==> src/rtl/entrada_bcd_binario.sv <==
// Two-digit BCD operand entry (tens, then units) with optional sign, producing a 6-bit
// two's-complement operand. Define DEBOUNCE_EN to insert a pushbutton debounce counter.
module entrada_bcd_binario #(
  parameter int unsigned DEBOUNCE_CICLOS = 16
) (
  input  logic       CLOCK_50,
  input  logic       RESET_N,
  input  logic [3:0] DIGITO,
  input  logic       SINAL,
  input  logic       CARREGA_N,
  input  logic       LIMPA,
  output logic [5:0] VALOR,
  output logic       VALIDO,
  output logic       ERRO,
  output logic [3:0] DEZENA,
  output logic [3:0] UNIDADE
);

  if (DEBOUNCE_CICLOS < 1) begin : g_param_check
    $error("DEBOUNCE_CICLOS must be at least 1");
  end

  typedef enum logic [2:0] {
    EsperaDezena,
    EsperaUnidade,
    Calcula,
    Pronto,
    Falha
  } estado_t;

  logic       r_sync1, r_sync2, r_prev;
  logic [1:0] r_cheio;
  logic       r_armado;
  logic       w_nivel;
  logic       w_pulso;

  // r_cheio marks when sync2 holds a real post-reset sample; the button only arms once it
  // has been seen released, so a press held through reset is not taken as a new press.
  always_ff @(posedge CLOCK_50 or negedge RESET_N) begin
    if (!RESET_N) begin
      r_sync1  <= 1'b1;
      r_sync2  <= 1'b1;
      r_prev   <= 1'b1;
      r_cheio  <= 2'b00;
      r_armado <= 1'b0;
    end else begin
      r_sync1  <= CARREGA_N;
      r_sync2  <= r_sync1;
      r_prev   <= w_nivel;
      r_cheio  <= {r_cheio[0], 1'b1};
      r_armado <= r_armado | (r_cheio[1] & r_sync2);
    end
  end

`ifdef DEBOUNCE_EN
  localparam int unsigned CntW = $clog2(DEBOUNCE_CICLOS + 1);

  logic [CntW-1:0] r_cnt;
  logic            r_deb;

  always_ff @(posedge CLOCK_50 or negedge RESET_N) begin
    if (!RESET_N) begin
      r_cnt <= '0;
      r_deb <= 1'b1;
    end else if (r_sync2 != r_deb) begin
      if (r_cnt == CntW'(DEBOUNCE_CICLOS - 1)) begin
        r_deb <= r_sync2;
        r_cnt <= '0;
      end else begin
        r_cnt <= r_cnt + 1'b1;
      end
    end else begin
      r_cnt <= '0;
    end
  end

  assign w_nivel = r_deb;
`else
  assign w_nivel = r_sync2;
`endif

  assign w_pulso = r_armado & r_prev & ~w_nivel;

  estado_t    r_estado, w_estado_d;
  logic [3:0] r_dezena, w_dezena_d;
  logic [3:0] r_unidade, w_unidade_d;
  logic       r_sinal, w_sinal_d;
  logic [5:0] r_valor, w_valor_d;
  logic       r_valido, w_valido_d;
  logic       r_erro, w_erro_d;
  logic [6:0] w_mag;

  // tens*10 as shift-and-add
  assign w_mag = {r_dezena, 3'b000} + {2'b00, r_dezena, 1'b0} + {3'b000, r_unidade};

  always_comb begin
    w_estado_d  = r_estado;
    w_dezena_d  = r_dezena;
    w_unidade_d = r_unidade;
    w_sinal_d   = r_sinal;
    w_valor_d   = r_valor;
    w_valido_d  = r_valido;
    w_erro_d    = r_erro;

    if (LIMPA) begin
      w_estado_d  = EsperaDezena;
      w_dezena_d  = 4'd0;
      w_unidade_d = 4'd0;
      w_valor_d   = 6'd0;
      w_valido_d  = 1'b0;
      w_erro_d    = 1'b0;
    end else begin
      unique case (r_estado)
        EsperaDezena, Pronto, Falha: begin
          if (w_pulso) begin
            w_dezena_d  = DIGITO;
            w_unidade_d = 4'd0;
            w_valido_d  = 1'b0;
            if (DIGITO > 4'd9) begin
              w_erro_d   = 1'b1;
              w_estado_d = Falha;
            end else begin
              w_erro_d   = 1'b0;
              w_estado_d = EsperaUnidade;
            end
          end
        end
        EsperaUnidade: begin
          if (w_pulso) begin
            w_unidade_d = DIGITO;
            w_sinal_d   = SINAL;
            if (DIGITO > 4'd9) begin
              w_erro_d   = 1'b1;
              w_estado_d = Falha;
            end else begin
              w_estado_d = Calcula;
            end
          end
        end
        Calcula: begin
          if (w_mag > 7'd31) begin
            w_erro_d   = 1'b1;
            w_valido_d = 1'b0;
            w_estado_d = Falha;
          end else begin
            w_valor_d  = r_sinal ? (~w_mag[5:0] + 6'd1) : w_mag[5:0];
            w_valido_d = 1'b1;
            w_estado_d = Pronto;
          end
        end
        default: w_estado_d = EsperaDezena;
      endcase
    end
  end

  always_ff @(posedge CLOCK_50 or negedge RESET_N) begin
    if (!RESET_N) begin
      r_estado  <= EsperaDezena;
      r_dezena  <= 4'd0;
      r_unidade <= 4'd0;
      r_sinal   <= 1'b0;
      r_valor   <= 6'd0;
      r_valido  <= 1'b0;
      r_erro    <= 1'b0;
    end else begin
      r_estado  <= w_estado_d;
      r_dezena  <= w_dezena_d;
      r_unidade <= w_unidade_d;
      r_sinal   <= w_sinal_d;
      r_valor   <= w_valor_d;
      r_valido  <= w_valido_d;
      r_erro    <= w_erro_d;
    end
  end

  assign VALOR   = r_valor;
  assign VALIDO  = r_valido;
  assign ERRO    = r_erro;
  assign DEZENA  = r_dezena;
  assign UNIDADE = r_unidade;

endmodule

==> config.mk <==
export PLATFORM = sky130hd
export DESIGN_NAME = entrada_bcd_binario
export DESIGN_NICKNAME = d
export VERILOG_FILES = /design/src/rtl/entrada_bcd_binario.sv
export SDC_FILE = /design/constraint.sdc
export NUM_CORES = 1
export LEC_CHECK = 0
export CELL_PAD_IN_SITES_DETAIL_PLACEMENT = 1
export CELL_PAD_IN_SITES_GLOBAL_PLACEMENT = 2
export CORE_ASPECT_RATIO = 1.5
export CORE_MARGIN = 10
export CORE_UTILIZATION = 36
export CTS_BUF_LIST = sky130_fd_sc_hd__clkbuf_8
export CTS_CLUSTER_DIAMETER = 50
export DETAILED_ROUTE_END_ITERATION = 6
export PLACE_DENSITY = 0.95
export SYNTH_ARGS = -nofsm -noshare
export SYNTH_HDL_FRONTEND = slang
export SYNTH_SLANG_ARGS = --single-unit
==> constraint.sdc <==
create_clock -name CLOCK_50 -period 6.4 [get_ports CLOCK_50]
set_input_delay 0.96 -clock CLOCK_50 [delete_from_list [all_inputs] [get_ports CLOCK_50]]
set_output_delay 0.96 -clock CLOCK_50 [all_outputs]
set_load 0.01 [all_outputs]
==> impl_metrics.ini <==
[pwr]
p_sw_share_pct = 30.8
p_leak_nw = 0.773
power.density_nw_per_um2 = 215
power.share.clock_pct = 26.6
irDropWorstVdd_v = 0.000124
switchingPower_mw = 0.122
intPower_mw = 0.275
p_total_mw = 0.398
seqPwrFrac_pct = 47.3
p_comb_share_pct = 26.1

[place]
placed_cells = 224
portBuffers = 24
gp_congestion = 0.827
hpwlAfterDp_mm = 3.30

[synthesis]
synth_top_area_share_pct = 38.3
yosysUniqueCellTypes = 36
yosysMostFrequentCell = dfrtp_1
synth_warnings = 0
syn-num-nets = 178
synthCells = 158
netlist_area_um2 = 1500
synth_top_cell_by_area = dfrtp_1
avgSynthCellArea_um2 = 9.51
synth_enable_flop_cells = 0
yosysSeqAreaShare_pct = 43.5
synthFlopType = dfrtp_1
synth_common_cells = dfrtp_1, a21oi_1, nand2_1
ys_top_cells_by_area = dfrtp_1, ha_1, a21oi_1
synth-seq-cells = 26
async_reset_ff_share_pct = 100

[timing]
finClkSkew_ns = 0.00423
rsz0062_at_grt = false
post-route-period-util_pct = 46.5
slew_violations = 0
tightest_slew_ns = 0.801
timing.final.hold_violations = 0
finalSetupViolations = 0
clock.fmax_ghz = 0.336
fin_tns_setup_ns = 0
fin_crit_ns = 2.98
maxSlewHeadroom_pct = 46.4

[floorplan]
dieArea_um2 = 7210
start_util_pct = 37.6
core_um2 = 3990
rows = 28
die_w_um = 72.8
die_h_um = 99.1
io_pins = 25

[route]
ant_nets = 0
vias = 1302
drt-wirelength-per-cell_um = 18.1
drc = 0
routed_wl_mm = 4.13
drt_iter0_markers = 25
via_per_inst = 5.71
first_pass_iters = 4

[outcome]
outcome = finished clean

[clocking]
htreeDepth = 1
cts_buffer_depth = 2
post_cts_buffers = 0
cts_hold_buffers = 0
clk_pin_slew_ns = 0.09
clockRootBuffer = clkbuf_8
cts_inserted_buffers = 3
cts_sinks = 26
post_cts_resize_count = 0
cts_tree = built
clkLatencyLatePin_ns = 0.27

[final_layout]
layout-drive-gt1-share_pct = 6.56
final_util_pct = 46.2
syn_to_final_growth_pct = 22.9
n_fill_cell = 489
antenna_cells = 0
fin_cells = 228
nets = 204

[grt]
grt_usage_pct = 11.9
grt_pass1_vias = 1415
grt_overflow = 0
grt_max_degree = 27
grt_pass1_wl_mm = 7.02
antenna_found_initial = 0

[worst_setup_path]
critPathCaptureType = register
cp_slowest_cell = or4_1
cp_max_fo = 5
slowest_delay_ns = 0.61
worstSetupPathType = reg -> reg
worst_r2r_path_depth = 9
critPathRequiredTime_ns = 6.52
path_cells = inv_1 > fa_1 > inv_1 > fa_1 > nand3_1 > a21oi_1 > or4_1 > nor2_1 > a211oi_1
r2r_slack_ns = 3.42
crit_arrival_ns = 3.10
cp-start-kind = register

[min_path]
hold_class = reg -> reg
whs_path_depth = 0

[job]
drv_cap = 0
==> kinds of logic after synthesis <==
logic type / after synthesis / share of synthesized area (%)
xor gates and xnor gates: 4 / 2.33
other: 1 / 0.250
DFF: 26 / 43.5
and+or+nand+nor: 52 / 19.2
muxes: 3 / 2.08
AOI/OAI and AO/OA: 48 / 19.2
buffers and inverters: 13 / 3.25
adders and majority gates: 11 / 10.2
==> critical path: cells and delay by family (launching register included) <==
family	cells	cell delay (ns)
AO/OA/AOI/OAI	2	0.23
adder cells (fa/ha/maj)	2	1.00
buffers and inverters	2	0.16
flip-flops	1	0.40
AND/OR/NAND/NOR	3	1.03
==> sequential cells by signal, summed over array words and instances, names as in the netlist, 2 cells and up <==
register	flops
DEZENA	4
UNIDADE	4
VALOR	6
r_cheio	2
r_estado	3
==> layer usage <==
| layer | vias to the layer above | wire length, um | GRT usage (%) |
|---|---|---|---|
| li1 | 624 | - | - |
| met1 | 661 | 1590 | 13.4 |
| met2 | 15 | 2460 | 22.3 |
| met3 | 2 | 49 | 1.49 |
| met4 | 0 | 31 | 3.08 |
| met5 | - | 0 | 0 |
==> path summary, 6_finish.rpt <==
| kind | from | endpoint |
|---|---|---|
| max | DEZENA[0] | VALOR[1] |
| min | r_cheio[0] | r_cheio[1] |
| max reg2reg | DEZENA[0] | VALOR[1] |
| min reg2reg | r_cheio[0] | r_cheio[1] |
| max in group asynchronous | RESET_N | r_sync1 |
| min in group asynchronous | RESET_N | VALIDO |
==> cell usage in the layout (no fill, tap or decap), types with 3 or more instances in the layout <==
cell and count:
ha_1 9, clkbuf_8 4, nand2_1 13, nor4_1 3, o21ai_0 11, nor2_1 8, inv_1 9, nand3_1 5
a22oi_1 4, a31oi_1 4, clkdlybuf4s50_1 24, dfstp_2 3, nor2b_1 3, nand2b_1 6, nor3_1 5, dfrtp_1 23
a211oi_1 3, a21oi_1 18
==> stage by stage <==
step	instance area [um^2]	worst slack, ns	hold slack (ns)
6_report	1850	3.42	0.365
5_1_grt	1850	3.19	0.372
4_1_cts	1850	3.43	0.368
3_5_place_dp	1790	3.44	0.350
3_3_place_gp	1790	3.51	0.344
2_1_floorplan	1500	3.71	0.331
==> area by class of cell <==
type	count	area, um^2	area share (%)
Multi-Input combinational cell	119	800	43.3
Sequential cell	26	654	35.4
Timing Repair Buffer	25	248	13.4
Tap cell	45	56.3	3.05
Clock buffer	4	55.1	2.98
Inverter	9	33.8	1.83
==> power groups by stage <==
stage | combinational [mW] | clock [mW] | sequential [mW]
6_report | 0.104 | 0.106 | 0.188
5_1_grt | 0.116 | 0.119 | 0.190
4_1_cts | 0.106 | 0.110 | 0.188
3_5_place_dp | 0.105 | 0 | 0.191
3_3_place_gp | 0.101 | 0 | 0.190
2_1_floorplan | 0.0651 | 0 | 0.189
(Power assumes the default switching activity.)
